## src/rtl/rdma_framer.sv

```systemverilog
// Frames each address+data burst as one AXI-Stream packet: a 51-byte header beat, then the data beats unmodified.
// Optional statistics counters are enabled by defining RDMA_FRAMER_STATS_EN.
module rdma_framer #(
  parameter int          DATA_WIDTH = 512,
  parameter int          ADDR_WIDTH = 64,
  parameter logic [7:0]  CHANNEL_ID = 8'h00,
  parameter int          MAX_BEATS  = 256
) (
  input  logic                    clk,
  input  logic                    resetn,
  input  logic [ADDR_WIDTH-1:0]   S_ADDR_TDATA,
  input  logic                    S_ADDR_TVALID,
  output logic                    S_ADDR_TREADY,
  input  logic [DATA_WIDTH-1:0]   S_DATA_TDATA,
  input  logic [DATA_WIDTH/8-1:0] S_DATA_TKEEP,
  input  logic                    S_DATA_TLAST,
  input  logic                    S_DATA_TVALID,
  output logic                    S_DATA_TREADY,
  output logic [DATA_WIDTH-1:0]   M_AXIS_TDATA,
  output logic [DATA_WIDTH/8-1:0] M_AXIS_TKEEP,
  output logic                    M_AXIS_TLAST,
  output logic                    M_AXIS_TVALID,
  input  logic                    M_AXIS_TREADY,
  output logic                    overflow_err,
  output logic [31:0]             pkt_count,
  output logic [31:0]             beat_count
);

  localparam int                KEEP_W   = DATA_WIDTH / 8;
  localparam logic [31:0]       MAGIC    = 32'h5244_4D41;
  localparam logic [KEEP_W-1:0] HDR_KEEP = KEEP_W'(64'h0007_FFFF_FFFF_FFFF);
  localparam logic [8:0]        LAST_IDX = 9'(MAX_BEATS - 1);

  typedef enum logic [1:0] {IDLE, HDR, DATA} state_t;

  state_t                  state, state_nxt;
  logic [ADDR_WIDTH-1:0]   addr_q;
  logic [31:0]             seq_q;
  logic [8:0]              beat_idx;
  logic                    overflow_q;
  logic [DATA_WIDTH-1:0]   hdr;
  logic                    at_limit;
  logic                    data_hs;

  assign at_limit = (beat_idx == LAST_IDX);
  assign data_hs  = (state == DATA) && S_DATA_TVALID && M_AXIS_TREADY;

  // Header bytes 17..63 are zero; byte 0 sits in the low bits.
  always_comb begin
    hdr                      = '0;
    hdr[31:0]                = MAGIC;
    hdr[63:32]               = seq_q;
    hdr[64 +: ADDR_WIDTH]    = addr_q;
    hdr[128 +: 8]            = CHANNEL_ID;
  end

  always_comb begin
    state_nxt     = state;
    S_ADDR_TREADY = 1'b0;
    S_DATA_TREADY = 1'b0;
    M_AXIS_TDATA  = '0;
    M_AXIS_TKEEP  = '0;
    M_AXIS_TLAST  = 1'b0;
    M_AXIS_TVALID = 1'b0;
    case (state)
      IDLE: begin
        S_ADDR_TREADY = resetn;
        if (S_ADDR_TVALID && resetn) state_nxt = HDR;
      end
      HDR: begin
        M_AXIS_TDATA  = hdr;
        M_AXIS_TKEEP  = HDR_KEEP;
        M_AXIS_TVALID = 1'b1;
        if (M_AXIS_TREADY) state_nxt = DATA;
      end
      DATA: begin
        M_AXIS_TDATA  = S_DATA_TDATA;
        M_AXIS_TKEEP  = S_DATA_TKEEP;
        M_AXIS_TVALID = S_DATA_TVALID;
        M_AXIS_TLAST  = S_DATA_TLAST || at_limit;
        S_DATA_TREADY = M_AXIS_TREADY;
        if (data_hs && (S_DATA_TLAST || at_limit)) state_nxt = IDLE;
      end
      default: state_nxt = IDLE;
    endcase
  end

  always_ff @(posedge clk) begin
    if (!resetn) begin
      state      <= IDLE;
      addr_q     <= '0;
      seq_q      <= '0;
      beat_idx   <= '0;
      overflow_q <= 1'b0;
    end else begin
      state <= state_nxt;
      if (state == IDLE && S_ADDR_TVALID) addr_q <= S_ADDR_TDATA;
      if (state == HDR && M_AXIS_TREADY) beat_idx <= '0;
      else if (data_hs)                  beat_idx <= beat_idx + 9'd1;
      if (data_hs && (S_DATA_TLAST || at_limit)) seq_q <= seq_q + 32'd1;
      // Forced split: the rest of the burst waits for the next address.
      if (data_hs && at_limit && !S_DATA_TLAST) overflow_q <= 1'b1;
    end
  end

  assign overflow_err = overflow_q;

`ifdef RDMA_FRAMER_STATS_EN
  logic [31:0] pkt_q, beat_q;
  always_ff @(posedge clk) begin
    if (!resetn) begin
      pkt_q  <= '0;
      beat_q <= '0;
    end else if (data_hs) begin
      beat_q <= beat_q + 32'd1;
      if (S_DATA_TLAST || at_limit) pkt_q <= pkt_q + 32'd1;
    end
  end
  assign pkt_count  = pkt_q;
  assign beat_count = beat_q;
`else
  assign pkt_count  = '0;
  assign beat_count = '0;
`endif

endmodule

```

## config.mk

```make
export PLATFORM = sky130hd
export DESIGN_NAME = rdma_framer
export DESIGN_NICKNAME = d
export VERILOG_FILES = /design/src/rtl/rdma_framer.sv
export SDC_FILE = /design/constraint.sdc
export NUM_CORES = 1
export LEC_CHECK = 0
export CAP_MARGIN = 20
export CORE_AREA = 3 3 505 507
export DETAILED_ROUTE_END_ITERATION = 7
export DIE_AREA = 0 0 508 510
export PLACE_DENSITY = 0.3
export SLEW_MARGIN = 20
export SYNTH_ARGS = -nofsm -noshare
export SYNTH_HDL_FRONTEND = slang
export SYNTH_SLANG_ARGS = --single-unit
```

## constraint.sdc

```tcl
create_clock -name clk -period 2.67 [get_ports clk]
set_clock_uncertainty 0.15 [all_clocks]
set_input_delay 0.4005 -clock clk [delete_from_list [all_inputs] [get_ports clk]]
set_output_delay 0.4005 -clock clk [all_outputs]
set_load 0.01 [all_outputs]
```

==> metrics.md <==
| Metric | Value |
|---|---|
| Seq/Total Area, Yosys | `0.2202` |
| DRT Pass-1 Iters | `5` |
| Startpoint types | `flop` |
| Clk pin slew, worst setup/hold paths | `0.13 ns` |
| Post-route insts no fill | `6174` |
| DR iter-0 viols | `968` |
| Worst Path Buf+Inv | `8` |
| Area of the die | `0.2591 mm²` |
| Sequential cell area | `0.002167 mm²` |
| Yosys cell types | `36` |
| Share of layout cells above drive strength 1 | `0.2939` |
| Gpl congestion | `0.8066` |
| Place WS | `-0.1211 ns` |
| Worst EP arrival | `2.38 ns` |
| Setup repair after global routing missed its margin | `true` |
| Most common cell after layout, fill and taps aside | `clkdlybuf4s50_1` |
| Clk root buf | `clkbuf_16` |
| Reg-to-reg slack, setup | `0.15 ns` |
| Row count | `184` |
| Max VDD drop | `0.3783 mV` |
| EDFF count, synth | `0` |
| First-pass GRT wire length | `236.3 mm` |
| Critical path class | `reg2out` |
| Die Y | `510 µm` |
| # IOs | `1291` |
| Antenna violations before repair | `365` |
| Final Util | `0.1271` |
| Clock Latency Late Sink | `0.48 ns` |
| Max_cap viols | `0` |
| CP max stage cell | `dfxtp_2` |
| H-tree levels | `3` |
| Core ar. | `0.2509 mm²` |
| Failing checks | `setup timing` |
| Vias in the first global route | `16180` |
| WL per Instance | `33.97 µm` |
| Static Leak | `15.03 nW` |
| Crit path max-delay family | `buffers and inverters` |
| Worst setup EP type | `output pin` |
| CTS tree | `done` |
| Worst Setup EP | `M_AXIS_TDATA[36]` |
| Synth Flop Type | `dfxtp_1` |
| Final Critical Period | `2.926 ns` |
| # fillers | `28780` |
| Dpl cells | `5963` |
| Worst Setup SP | `state[0]` |
| Fmax | `341.7 MHz` |
| Final setup margin | `-0.2563 ns` |
| Largest net degree at the start of global routing | `108` |
| Worst Path Max Fanout | `8` |
| Worst path most repeated cell | `buf_12` |
| I/O Buffers | `1226` |
| Outcome | `finished, violations left` |
| Placed instance area | `0.02749 mm²` |
| DRC | `0` |
| Peak per-stage delay on the critical path | `0.38 ns` |
| DP HPWL | `177.7 mm` |
| Fin crit share | `1.096` |
| TritonCTS Buffers | `9` |
| Worst Hold Class | `in2reg` |
| Area taken by multi-input logic gates | `0.008097 mm²` |
| Final setup violation count | `175` |
| Layout area overhead | `224.9%` |
| Critical Path RT | `2.12 ns` |
| Clock Path Buffers | `2` |
| Nets | `3421` |
| Overall Global Routing Usage | `0.1486` |
| Finished Cell Area | `0.03190 mm²` |
| Total grt overflow | `0` |
| Yosys reg bits | `108` |
| Drt total wl | `209.7 mm` |
| Most frequent cells in the layout | `clkdlybuf4s50_1, and2_1, dlymetal6s2s_1, buf_12, nand2_1` |
| Via count | `17400` |
| Worst reg2reg path depth | `12` |
| Clock Sinks | `108` |
| Via/cell ratio | `2.818` |
| Final slew viol count | `0` |
| Post-synthesis average cell area | `6.872 µm²` |
| Synth warn | `0` |
| Die Wd | `508 µm` |
| Critical R2R Capture | `seq_q[31]` |
| Post-synthesis cell area | `0.009821 mm²` |
| Initial Utilization | `0.03914` |
| Post-synth ARST share | `0` |
| Antenna-violating nets left | `0` |
| PwrDens | `594.1 mW/mm²` |
| Final hold violations | `0` |
| Cell Chain, Critical Path | `inv_4, ha_4, buf_6, buf_12, buf_16, buf_6, buf_12, buf_12, a22oi_2, nor2b_2, buf_12` |
| Reg-to-Reg Start | `state[0]` |
| Critical Path Stages | `11` |
| Gate Count Post-Synth | `1429` |
-- layer usage --
| layer | GRT usage | part of all wire | up-vias |
|---|---|---|---|
| li1 | - | - | 7331 |
| met5 | 0 | 0.0067 | - |
| met2 | 0.2271 | 0.43 | 1341 |
| met3 | 0.1099 | 0.16 | 410 |
| met4 | 0.01061 | 0.012 | 212 |
| met1 | 0.1725 | 0.39 | 8103 |
-- per-stage QoR --
stage	hold slack, ns	TNS (ns)	total power [mW]
final	0.3093	-11.11	18.95
after global routing	0.2673	-39.71	19.92
after CTS	0.2310	-111.59	16.58
after detailed placement	0.2974	-0.1439	12.64
after global placement	0.2936	-0.2382	12.69
after floorplan	0.2866	0	5.545
-- registers in the layout (all words and copies together) (netlist names) --
name and count:
addr_q 64, seq_q 32, beat_idx 9, state 2, overflow_err 1
-- layout make-up --
| cell class | instances | area share |
|---|---|---|
| Sequential cell | 108 | 0.06792 |
| Multi-Input combinational cell | 1179 | 0.2538 |
| Antenna cell | 53 | 0.004157 |
| Clock buffer | 9 | 0.007059 |
| Tap cell | 3348 | 0.1313 |
| Inverter | 10 | 0.001490 |
| Timing Repair Buffer | 1460 | 0.5314 |
| Clock inverter | 7 | 0.002863 |
-- timing repair --
action | CTS | global route
resized for setup | 489 | 762
pin swaps | 13 | 45
setup endpoints to repair | 563 | 488
cloned | 17 | 34
setup buffers | 28 | 66
hold buffers | 0 | 0
-- worst register-to-register path, cell delays in order (launching register included) --
cell	delay (ns)
dfxtp_2	0.36
inv_4	0.06
ha_4	0.17
buf_6	0.13
buf_12	0.13
buf_8	0.13
buf_12	0.12
buf_12	0.13
buf_4	0.12
o211a_4	0.17
nand2_4	0.11
or4_1	0.50
a21oi_1	0.17
-- cell usage after synthesis (13+ instances only) --
cell type / instances / area share
nor2_1: 19 / 0.0073
or4_1: 13 / 0.0099
clkbuf_1: 123 / 0.047
dfxtp_1: 108 / 0.22
a22oi_1: 96 / 0.073
o31ai_1: 13 / 0.0099
and2_1: 421 / 0.27
a21oi_1: 153 / 0.078
buf_4: 64 / 0.049
nor2b_1: 159 / 0.10
nand2_1: 147 / 0.056
nand4_1: 14 / 0.0089
-- logic make-up after synthesis --
family / after synthesis / synth area share
fa+ha+maj: 7 / 0.008918
xor+xnor: 14 / 0.01249
buf+inv: 205 / 0.1047
simple gates: 811 / 0.4776
compound gates: 281 / 0.1737
mux: 2 / 0.002039
other cells: 1 / 0.0003818
flops: 108 / 0.2202
-- report_power, final --
| part | switching (mW) | total [mW] | leakage, nW | internal, mW |
|---|---|---|---|---|
| clock network | 1.08 | 1.77 | 0.152 | 0.684 |
| logic | 7.25 | 15.3 | 14.0 | 8.02 |
| registers | 0.140 | 1.92 | 0.881 | 1.78 |
-- worst min path at each step --
stage | to | slack (ns) | from | cells after the start
2_1_floorplan | addr_q[0] | 0.29 | addr_q[0] | 2
3_3_place_gp | addr_q[35] | 0.29 | addr_q[35] | 2
3_5_place_dp | addr_q[35] | 0.30 | addr_q[35] | 2
4_1_cts | addr_q[17] | 0.23 | S_ADDR_TDATA[17] | 3
5_1_grt | addr_q[17] | 0.27 | S_ADDR_TDATA[17] | 3
6_report | addr_q[24] | 0.31 | S_ADDR_TDATA[24] | 3
Power figures use the tool's default switching activity.
